--- src/rtl/add_arbiter.sv ---
// ---------------------------------------------------------------------------
// add_arbiter
//
// Purpose:
//   Two-requester front end for a single shared 32-bit adder. Each requester
//   presents operand beats with a valid/ready handshake. A beat is either a
//   complete 32-bit add (single op) or one half of a 64-bit add (wide op:
//   low word first, then high word). Only one beat uses the adder per cycle.
//   The adder sum and carry are captured in a one-deep result register that
//   the consumer drains with its own valid/ready handshake.
//
//   Arbitration between simultaneous requesters is round-robin when
//   RR_EN != 0, otherwise requester 0 always wins. Once a wide op's low
//   beat is accepted, the block locks onto that requester until its high
//   beat is accepted, feeding the stored low-word carry into the high word.
//
// Parameters:
//   RR_EN       1 = round-robin between requesters, 0 = fixed priority to 0
//
// Ports:
//   clk                 clock, all state changes on the rising edge
//   clr                 asynchronous active-high reset
//   reqN_valid          requester N presents a beat (N = 0, 1)
//   reqN_ready          beat from requester N accepted this cycle
//   reqN_a, reqN_b      operand words for the beat
//   reqN_cin            carry-in, used on a first beat only
//   reqN_wide           64-bit op flag, sampled on a first beat only
//   add_ra, add_rb      operands driven to the shared adder
//   add_cin             carry-in driven to the shared adder
//   add_rc, add_cout    combinational sum and carry-out from the adder
//   res_valid           result register holds a result
//   res_ready           consumer takes the result this cycle
//   res_sum, res_cout   registered sum and carry-out
//   res_id              requester owning the result
//   res_last            1 = single op or high beat of a wide op
// ---------------------------------------------------------------------------
module add_arbiter #(
  parameter int RR_EN = 1
) (
  input  logic        clk,
  input  logic        clr,

  input  logic        req0_valid,
  output logic        req0_ready,
  input  logic [31:0] req0_a,
  input  logic [31:0] req0_b,
  input  logic        req0_cin,
  input  logic        req0_wide,

  input  logic        req1_valid,
  output logic        req1_ready,
  input  logic [31:0] req1_a,
  input  logic [31:0] req1_b,
  input  logic        req1_cin,
  input  logic        req1_wide,

  output logic [31:0] add_ra,
  output logic [31:0] add_rb,
  output logic        add_cin,
  input  logic [31:0] add_rc,
  input  logic        add_cout,

  output logic        res_valid,
  input  logic        res_ready,
  output logic [31:0] res_sum,
  output logic        res_cout,
  output logic        res_id,
  output logic        res_last
);

  typedef enum logic {
    ARB  = 1'b0,
    LOCK = 1'b1
  } state_t;

  state_t state_q, state_d;
  logic   owner_q, owner_d;
  logic   prio_q,  prio_d;
  logic   carry_q, carry_d;

  logic   grant0, grant1;
  logic   take;
  logic   acc0, acc1, acc;
  logic   acc_id;
  logic   sel_wide;
  logic   first_wide;

  // A beat can only be accepted when the result register is empty or is
  // being drained in the same cycle, which gives zero-bubble streaming.
  assign take = !res_valid || res_ready;

  // Grant selection. In LOCK only the owner of the open wide op is eligible;
  // the other requester is held off even when valid. In ARB a lone valid
  // requester wins outright and a tie is broken by prio (or by fixed
  // priority to requester 0 when round-robin is disabled).
  always_comb begin
    grant0 = 1'b0;
    grant1 = 1'b0;
    case (state_q)
      ARB: begin
        if (req0_valid && req1_valid) begin
          if ((RR_EN != 0) && prio_q) begin
            grant1 = 1'b1;
          end else begin
            grant0 = 1'b1;
          end
        end else begin
          grant0 = req0_valid;
          grant1 = req1_valid;
        end
      end
      LOCK: begin
        grant0 = req0_valid && !owner_q;
        grant1 = req1_valid &&  owner_q;
      end
      default: begin
        grant0 = 1'b0;
        grant1 = 1'b0;
      end
    endcase
  end

  // Ready is gated by clr so nothing can be handed over while the block is
  // being reset, even though the state registers are already cleared.
  assign req0_ready = take && grant0 && !clr;
  assign req1_ready = take && grant1 && !clr;

  assign acc0   = req0_valid && req0_ready;
  assign acc1   = req1_valid && req1_ready;
  assign acc    = acc0 || acc1;
  assign acc_id = acc1;

  // The wide flag only matters on a first beat; in LOCK it is ignored.
  assign sel_wide   = acc1 ? req1_wide : req0_wide;
  assign first_wide = (state_q == ARB) && acc && sel_wide;

  // Adder drive. The accepted beat's operands go to the shared adder. A high
  // beat takes its carry from the stored low-word carry, never from the
  // requester. With no accepted beat the adder inputs are parked at zero.
  always_comb begin
    add_ra  = 32'd0;
    add_rb  = 32'd0;
    add_cin = 1'b0;
    if (acc0) begin
      add_ra  = req0_a;
      add_rb  = req0_b;
      add_cin = (state_q == LOCK) ? carry_q : req0_cin;
    end else if (acc1) begin
      add_ra  = req1_a;
      add_rb  = req1_b;
      add_cin = (state_q == LOCK) ? carry_q : req1_cin;
    end
  end

  // Next-state logic for the ARB/LOCK controller, the round-robin pointer
  // and the wide-op carry. Nothing moves without an accepted beat, so a
  // backpressured result register freezes all of this state.
  always_comb begin
    state_d = state_q;
    owner_d = owner_q;
    prio_d  = prio_q;
    carry_d = carry_q;
    if (acc) begin
      case (state_q)
        ARB: begin
          if (sel_wide) begin
            state_d = LOCK;
            owner_d = acc_id;
            carry_d = add_cout;
          end else begin
            prio_d = !acc_id;
          end
        end
        LOCK: begin
          state_d = ARB;
          prio_d  = !acc_id;
        end
        default: begin
          state_d = ARB;
        end
      endcase
    end
  end

  // Controller state registers.
  always_ff @(posedge clk or posedge clr) begin
    if (clr) begin
      state_q <= ARB;
      owner_q <= 1'b0;
      prio_q  <= 1'b0;
      carry_q <= 1'b0;
    end else begin
      state_q <= state_d;
      owner_q <= owner_d;
      prio_q  <= prio_d;
      carry_q <= carry_d;
    end
  end

  // Result register. An accepted beat always reloads it (this also covers
  // drain-and-accept in the same cycle). Without an accept, a drain empties
  // it; otherwise the held result stays untouched.
  always_ff @(posedge clk or posedge clr) begin
    if (clr) begin
      res_valid <= 1'b0;
      res_sum   <= 32'd0;
      res_cout  <= 1'b0;
      res_id    <= 1'b0;
      res_last  <= 1'b0;
    end else if (acc) begin
      res_valid <= 1'b1;
      res_sum   <= add_rc;
      res_cout  <= add_cout;
      res_id    <= acc_id;
      res_last  <= !first_wide;
    end else if (res_ready) begin
      res_valid <= 1'b0;
    end
  end

endmodule

--- config.mk ---
export PLATFORM = sky130hd
export DESIGN_NAME = add_arbiter
export DESIGN_NICKNAME = d
export VERILOG_FILES = /design/src/rtl/add_arbiter.sv
export SDC_FILE = /design/constraint.sdc
export NUM_CORES = 1
export LEC_CHECK = 0
export ABC_AREA = 0
export BUFFER_PORTS_ARGS = -buffer_cell sky130_fd_sc_hd__buf_2
export CORE_AREA = 2 2 107 109
export DETAILED_ROUTE_END_ITERATION = 10
export DIE_AREA = 0 0 109 111
export PLACE_DENSITY = 0.6
export SKIP_CTS_REPAIR_TIMING = 1
export SYNTH_ARGS = -nofsm -noshare
export SYNTH_HDL_FRONTEND = slang
export SYNTH_SLANG_ARGS = --single-unit
export TNS_END_PERCENT = 1
--- constraint.sdc ---
create_clock -name clk -period 1.85 [get_ports clk]
set_input_delay 0.37 -clock clk [delete_from_list [all_inputs] [get_ports clk]]
set_output_delay 0.37 -clock clk [all_outputs]
set_load 0.01 [all_outputs]
==> results of run 1 <==
[state kept, by name, summed over array words and instances (netlist names)]
signal	cells
carry_q	1
owner_q	1
prio_q	1
res_cout	1
res_id	1
res_last	1
res_sum	32
res_valid	1
state_q	1
[per-stage QoR]
stage	std cells	setup WS (ps)	TNS [ps]
detailed placement	602	-137	-7210
finish	625	-270	-16330
CTS	610	-415	-24230
floorplan	189	-203	-8970
global route	621	-358	-24240
global placement	602	-103	-5760
[layout by cell type (no fill, tap or decap), types with 2 or more instances in the layout]
| master | instances |
|---|---|
| a22o_1 | 65 |
| buf_12 | 4 |
| buf_2 | 270 |
| buf_4 | 12 |
| buf_6 | 5 |
| buf_8 | 2 |
| clkbuf_16 | 10 |
| dfrtp_1 | 39 |
| diode_2 | 5 |
| inv_1 | 3 |
| mux2_2 | 23 |
| mux2_4 | 11 |
| nand2_1 | 4 |
| nor2_1 | 4 |
[report_power, final]
group | total [uW] | internal (uW) | switching, uW
clock | 996 | 641 | 356
combinational | 2490 | 1350 | 1140
sequential | 1450 | 1240 | 211
[synthesized netlist by cell type]
library cell and number:
nor2b_1 2, o21bai_1 1, mux2_2 28, buf_2 4, buf_6 3, a22o_1 65
a21o_1 1, inv_1 4, nor2_1 5, a21oi_1 1, dfrtp_1 40, nand3_1 1
mux2_4 6, clkbuf_1 7, a31oi_1 2, a2bb2oi_1 1, nand2_1 5, and3_1 1
buf_1 4, a2111oi_4 1, o21a_1 2, o21ai_0 1, and4_1 1, o21ai_2 1
or2_2 1, mux2i_1 1
[layout make-up]
cell class	instances	area (sq um)
well taps	143	179
multi-input cells	127	1220
diodes	5	12.5
fillers	1099	6740
inverters	4	20.0
clock buffers	5	125
flip-flops and latches	40	1000
repair buffers	298	1730
clock inverters	3	46.3
[routing by layer]
metal  GRT usage [%]  wire (um)  vias up  share of wire (%)
met2            23.5       4850      177                 45
met5               0         13        -               0.12
met3            5.58       1250       10                 12
li1                -          -     1327                  -
met1            18.8       4470     1377                 42
met4            2.91        110        2                1.0
[worst max-delay path, delay by kind of cell, from the launching register on]
family                 cells  cell delay (ps)
buffers and inverters      2              340
DFF                        1              380
AOI/OAI and AO/OA          1              140
and+or+nand+nor            3              610
[worst min path at each step]
stage	endpoint	cells past startpoint
CTS	prio_q	3
floorplan	carry_q	1
finish	prio_q	3
global placement	res_id	1
global route	carry_q	3
detailed placement	res_id	1
[cells by family after synthesis]
kind of cell           after synthesis  synth area share, %
and+or+nand+nor                     16                 3.36
buffers and inverters               22                 4.85
AOI/OAI and AO/OA                   76                 29.4
DFF                                 40                 44.1
muxes                               35                 18.3
==> impl_metrics.json, run 1 <==
{
  "dieHeight_um": 111,
  "initial_core_util_pct": 20.5,
  "cp-endpoint": "add_rb[27]",
  "setup_slack_ps": -270,
  "hold_path.class": "in -> async",
  "cts_root_buffer": "clkbuf_16",
  "r2r_end": "res_sum[4]",
  "antenna_found_initial": 7,
  "die_x_um": 109,
  "die_area_sq_um": 12100,
  "syn-cell-area_sq_um": 2270,
  "dpl_cell_area_sq_um": 3890,
  "firstDrtPassIters": 4,
  "grt_pass1_vias": 2710,
  "ant_nets": 0,
  "setup_viol": 89,
  "drv_cap": 0,
  "overflow": 0,
  "rsz0062_at_grt": "yes",
  "synth-seq-cells": 40,
  "cpMaxStageDelayCell": "dfrtp_1",
  "vias": 2893,
  "cp_cell_sequence": "nor2b_4, nor2_4, and3_4, clkbuf_16, a22o_1, buf_2",
  "path_clk_slew_ps": 60,
  "place_congestion": 0.808,
  "power.leakage_uw": 0.00239,
  "layout-drive-gt1-share_pct": 74.0,
  "drcViolationCount": 0,
  "p_per_area_nw_per_um2": 1140,
  "slew_headroom_pct": 70.2,
  "cpPeakStageDelay_ps": 380,
  "io_buffers": 272,
  "syn_nets": 359,
  "ios": 273,
  "worstMarginPinSlew_ps": 447,
  "cts_made_buffers": 5,
  "grt.total_usage_pct": 14.7,
  "drtIter0Drc": 171,
  "yosysSeqAreaShare_pct": 44.1,
  "ys_top_cells_by_area": "dfrtp_1 44%, a22o_1 25%, mux2_2 14%, mux2_4 4.0%, buf_6 1.5%",
  "final_core_util_pct": 39.2,
  "synth_area_per_cell_sq_um": 12.0,
  "via_per_inst": 4.63,
  "grt_pass1_wl_mm": 13.8,
  "r2r-start": "res_valid",
  "fin_nets": 646,
  "ys.warnings.count": 0,
  "reg2regPathDepth": 7,
  "cts.sinks": 40,
  "violations": "negative setup slack",
  "synth_top_area_share_pct": 44.1,
  "max-clock-path-buffers": 2,
  "area_delta_synth_final_pct": 91.2,
  "critPathArrivalTime_ps": 1750,
  "synthCells": 189,
  "core-area_sq_um": 11100,
  "ir_drop_mv": 0.589,
  "yosys.area.top_type": "dfrtp_1",
  "fin_crit_ps": 2120,
  "wl_per_cell_um": 17.1,
  "synthDistinctLibCells": 26,
  "worstSetupPathType": "reg -> out",
  "h-tree-depth": 2,
  "required_ps": 1480,
  "fin_skew_ps": 7.49,
  "critPathLaunch": "res_valid",
  "hold_viol": 0,
  "grt_max_degree": 66,
  "timing.fmax_ghz": 0.472,
  "whs_ps": 259,
  "cp_max_fo": 8,
  "setup.worst_path.start_class": "register",
  "drv_slew": 0,
  "clk_latency_ps": 280,
  "cp-end-kind": "primary output",
  "reg2reg_slack_ps": -60,
  "status": "complete, but fails checks",
  "wl_mm": 10.7,
  "cts_tree": "built",
  "dp.final_hpwl_mm": 8.07,
  "power_uw": 4940,
  "fp-row-count": 39,
  "finalInstanceArea_sq_um": 4340,
  "timing.final.crit_share_pct": 115
}
Power figures use the tool's default switching activity.
==> inputs of run 2 (changes only) <==
--- a/config.mk
+++ b/config.mk
@@ -11,6 +11,7 @@
 export DETAILED_ROUTE_END_ITERATION = 10
 export DIE_AREA = 0 0 109 111
 export PLACE_DENSITY = 0.6
+export RECOVER_POWER = 50
 export SKIP_CTS_REPAIR_TIMING = 1
 export SYNTH_ARGS = -nofsm -noshare
 export SYNTH_HDL_FRONTEND = slang
==> run 2 against run 1 <==
Net effect:
- the flow still finishes with violations (negative setup slack)
- sequential share of layout area rose by 0.13 points
- sequential power barely moved
- register-to-register slack improved by 20 ps
- maximum frequency fell by 0.34%
- wire length barely moved
- setup slack got worse by 7.2 ps
- power fell by 0.24%
- flip-flop and latch count did not move
- die area did not move
- global-route usage did not move
- clock power barely moved
- non-clock buffer count did not move
==> impl_metrics.json, run 2 (synthesis gave the netlist of run 1 again) <==
{
  "cts.sinks": 40,
  "cp-end-kind": "primary output",
  "power_switching_uw": 1710,
  "place_congestion": 0.808,
  "drtIter0Drc": 192,
  "drv_cap": 0,
  "via_per_inst": 4.60,
  "fill_cells": 1105,
  "clk_latency_ps": 280,
  "fin_nets": 646,
  "hold_viol": 0,
  "setup_slack_ps": -277,
  "required_ps": 1480,
  "rsz0062_at_grt": "yes",
  "cts_root_buffer": "clkbuf_16",
  "power.leakage_uw": 0.00237,
  "dpl_cell_area_sq_um": 3890,
  "io_buffers": 272,
  "die_area_sq_um": 12100,
  "fp-row-count": 39,
  "fin_crit_ps": 2130,
  "cpPeakStageDelay_ps": 380,
  "status": "complete, but fails checks",
  "dieHeight_um": 111,
  "h-tree-depth": 2,
  "setup_viol": 85,
  "wl_mm": 10.7,
  "p_per_area_nw_per_um2": 1140,
  "register_area_sq_um": 1000,
  "ios": 273,
  "cts_tree": "built",
  "final_core_util_pct": 39.0,
  "worstSetupPathType": "reg -> out",
  "grt_pass1_wl_mm": 13.8,
  "regMostFlops": "res_sum",
  "overflow": 0,
  "area_delta_synth_final_pct": 90.1,
  "cp_cell_sequence": "nor2b_4, nor2_4, and3_4, clkbuf_16, a22o_1, buf_2",
  "layout-drive-gt1-share_pct": 73.0,
  "max-clock-path-buffers": 2,
  "power_uw": 4930,
  "crit_buf_inv": 2,
  "wl_per_cell_um": 17.1,
  "multiInputGateArea_sq_um": 1220,
  "whs_ps": 231,
  "hold_path.class": "in -> async",
  "dp.cells": 602,
  "slew_headroom_pct": 50.2,
  "grt.total_usage_pct": 14.7,
  "cts_made_buffers": 5,
  "cp_top_family": "simple AND/OR/NAND/NOR gates",
  "dp.final_hpwl_mm": 8.07,
  "drcViolationCount": 0,
  "final_common_cell": "buf_2",
  "pwr-share-clk_pct": 20.3,
  "critPathArrivalTime_ps": 1760,
  "finalInstanceArea_sq_um": 4320,
  "p_int_uw": 3220,
  "fin_skew_ps": 7.36,
  "cpMaxStageDelayCell": "dfrtp_1",
  "ir_drop_mv": 0.592,
  "grt_max_degree": 66,
  "setup.worst_path.start_class": "register",
  "cp_max_fo": 8,
  "drv_slew": 0,
  "antenna_found_initial": 7,
  "largest_register_ffs": 32,
  "grt_pass1_vias": 2710,
  "core-area_sq_um": 11100,
  "timing.fmax_ghz": 0.470,
  "path_clk_slew_ps": 60,
  "initial_core_util_pct": 20.5,
  "power.share.sequential_pct": 29.5,
  "layout_common_cells": "266 x buf_2, 65 x a22o_1, 39 x dfrtp_1",
  "comb_power_share_pct": 50.3,
  "final_cells": 625,
  "firstDrtPassIters": 4,
  "die_x_um": 109,
  "switching_share_pct": 34.7,
  "vias": 2877,
  "ant_nets": 0,
  "violations": "negative setup slack",
  "timing.final.crit_share_pct": 115,
  "worstMarginPinSlew_ps": 747
}
[run 2: cell types whose count changed in the layout (fill, tap and decap cells not counted), sizes merged]
cell / delta
buf: -6
clkbuf: +6
[run 2: metal layers]
layer	track usage (%)	vias up	share of wire (%)
met2	23.5	179	45
met5	0	-	0.12
met1	18.8	1361	42
li1	-	1325	-
met3	5.58	10	12
met4	2.91	2	1.0
[run 2: worst reg2reg max path, cell delays in order, from the launching register on]
cell,delay (ps)
dfrtp_1,380
nor2b_4,140
buf_4,130
buf_6,110
a2111oi_4,280
buf_4,210
buf_12,170
mux2_2,360
[run 2: final timing paths]
check | from | end | slack [ps] | cells after the start
max in group asynchronous | clr | res_sum[0] | 570 | 4
min in group clk | add_rc[3] | res_sum[3] | 320 | 2
hold / removal | clr | prio_q | 230 | 3
setup / recovery | res_valid | add_rb[27] | -280 | 6
setup reg to reg | res_valid | res_sum[4] | -40 | 7
hold reg to reg | res_id | res_id | 480 | 1
[run 2: power groups by stage]
| stage | Sequential, uW | Clock, uW | Combinational [uW] |
|---|---|---|---|
| after global placement | 1440 | 0 | 2220 |
| after global routing | 1510 | 1060 | 2670 |
| after floorplan | 1600 | 0 | 1100 |
| after detailed placement | 1450 | 0 | 2250 |
| final | 1450 | 999 | 2480 |
| after CTS | 1450 | 1020 | 2250 |
[run 2: area by class of cell]
class                   count  area share, %
repair buffers            298           39.6
multi-input cells         127           28.3
flip-flops and latches     40           23.2
inverters                   4          0.464
well taps                 143           4.15
clock buffers               5           2.90
clock inverters             3           1.07
diodes                      5          0.290
[run 2: stage by stage]
stage / setup slack [ps] / setup TNS, ps
floorplan: -203 / -8970
global placement: -103 / -5760
detailed placement: -137 / -7210
CTS: -415 / -24230
global route: -358 / -24240
finish: -277 / -16320
==> inputs of run 3 (changes only) <==
==> constraint.sdc (replaced) <==
create_clock -name clk -period 1.85 [get_ports clk]
set_input_delay 0.2775 -clock clk [delete_from_list [all_inputs] [get_ports clk]]
set_output_delay 0.2775 -clock clk [all_outputs]
set_load 0.01 [all_outputs]
==> run 3 against run 2 <==
Net effect:
- the flow still finishes with violations (negative setup slack)
- combinational power about the same
- utilization down 0.11 points
- critical path depth stayed put
- final cell count down 0.48%
- non-clock buffer count decreased by 2
- sequential share of layout area is 0.068 points higher
- sequential power about the same
- via count rose by 0.70%
- first-iteration DRC count is 18% lower
- power is 0.33% higher
- setup slack gained 120 ps
- largest power group unchanged
- highest routed layer unchanged
==> impl_metrics.json, run 3 (synthesis gave the netlist of run 1 again) <==
{
  "status": "complete, but fails checks",
  "violations": "negative setup slack",
  "initial_core_util_pct": 20.5,
  "slew_headroom_pct": 8.45,
  "worstMarginPinSlew_ps": 1370,
  "path_clk_slew_ps": 70,
  "hold_viol": 0,
  "cpPeakStageDelay_ps": 380,
  "timing.final.crit_share_pct": 109,
  "overflow": 0,
  "fin_skew_ps": 8.01,
  "rsz0062_at_grt": "yes",
  "setup.worst_path.start_class": "register",
  "layout_common_cells": "266 x buf_2, 65 x a22o_1, 39 x dfrtp_1",
  "layout-drive-gt1-share_pct": 72.7,
  "drv_slew": 0,
  "cts_made_buffers": 5,
  "fill_cells": 1111,
  "r2r-start": "state_q",
  "drtIter0Drc": 158,
  "critPathArrivalTime_ps": 1730,
  "timing.fmax_ghz": 0.498,
  "setup_viol": 94,
  "firstDrtPassIters": 4,
  "grt_pass1_wl_mm": 13.7,
  "h-tree-depth": 2,
  "clk_latency_ps": 280,
  "setup_slack_ps": -159,
  "worstSetupPathType": "reg -> out",
  "wl_mm": 10.7,
  "crit_buf_inv": 2,
  "die_area_sq_um": 12100,
  "ir_drop_mv": 0.553,
  "ant_nets": 0,
  "regMostFlops": "res_sum",
  "dp.final_hpwl_mm": 8.15,
  "cts.sinks": 40,
  "area_delta_synth_final_pct": 89.6,
  "fin_nets": 645,
  "fin_crit_ps": 2010,
  "critPathLaunch": "res_valid",
  "wl_per_cell_um": 17.3,
  "core-area_sq_um": 11100,
  "cp_top_family": "simple AND/OR/NAND/NOR gates",
  "worstHoldStart": "add_rc[16]",
  "vias": 2897,
  "drv_cap": 0,
  "cp_cell_sequence": "nor2b_4, nor2_4, and3_4, buf_12, a22o_1, buf_2",
  "fp-row-count": 39,
  "power.leakage_uw": 0.00235,
  "grt_pass1_vias": 2642,
  "die_x_um": 109,
  "final_common_cell": "buf_2",
  "drcViolationCount": 0,
  "cts_tree": "built",
  "io_buffers": 272,
  "largest_register_ffs": 32,
  "place_congestion": 0.789,
  "reg2reg_slack_ps": -50,
  "cts_root_buffer": "clkbuf_16",
  "via_per_inst": 4.66,
  "antenna_found_initial": 4,
  "grt_max_degree": 52,
  "dieHeight_um": 111,
  "required_ps": 1570,
  "p_per_area_nw_per_um2": 1150,
  "cpMaxStageDelayCell": "dfrtp_1",
  "grt.total_usage_pct": 14.6,
  "ios": 273,
  "cp_max_fo": 7,
  "hold_path.class": "in -> reg",
  "setup_tns_ps": -8920,
  "max-clock-path-buffers": 2,
  "cp-end-kind": "primary output",
  "power_uw": 4950
}
run 3: changes by cell type in the layout (fill, tap and decap cells not counted), moves of 2 or more:
| cell | change |
|---|---|
| mux2_2 | +4 |
| mux2_4 | -4 |
| buf_4 | -2 |
| diode_2 | -2 |
run 3: stage by stage:
stage	instances	instance area, sq um	setup WS, ps	hold slack [ps]	util (%)
global route	619	4300	-216	223	38.8
detailed placement	600	3860	-0.961	359	34.9
finish	622	4300	-159	226	38.8
floorplan	189	2280	-111	426	-
global placement	600	3860	59.7	353	34.9
CTS	608	4040	-306	58.3	36.5
run 3: where the power goes:
group	leakage [uW]	internal, uW	total, uW	switching (uW)
sequential	0.000465	1240	1450	210
combinational	0.00180	1330	2480	1150
clock	0.0000871	675	1020	343
run 3: layout make-up:
class	instances	area [sq um]	share of cell area [%]
sequential	40	1000	23.3
tap	143	179	4.16
multi-input combinational	128	1210	28.1
inverter	4	20.0	0.465
antenna	3	7.51	0.174
clock buffer	6	139	3.23
clock inverter	2	38.8	0.901
timing repair buffer	296	1710	39.6
run 3: per-layer routing:
layer,part of all wire [%],global-route usage [%]
met5,0.11,0
met4,0.71,2.31
met3,11,4.70
met2,48,24.3
met1,40,18.8
run 3: path summary, 6_finish.rpt:
path                                to  depth (start not counted)
setup / recovery            add_ra[14]                          6
hold / removal             res_sum[16]                          2
setup reg to reg            res_sum[5]                          5
hold reg to reg                 res_id                          1
max in group asynchronous  res_sum[30]                          3
min in group asynchronous      carry_q                          3
run 3: worst reg2reg max path: cells and delay by family, from the launching register on:
kind            cells  cell delay (ps)
flops               1              450
mux                 1              380
compound gates      1              440
buf+inv             3              530
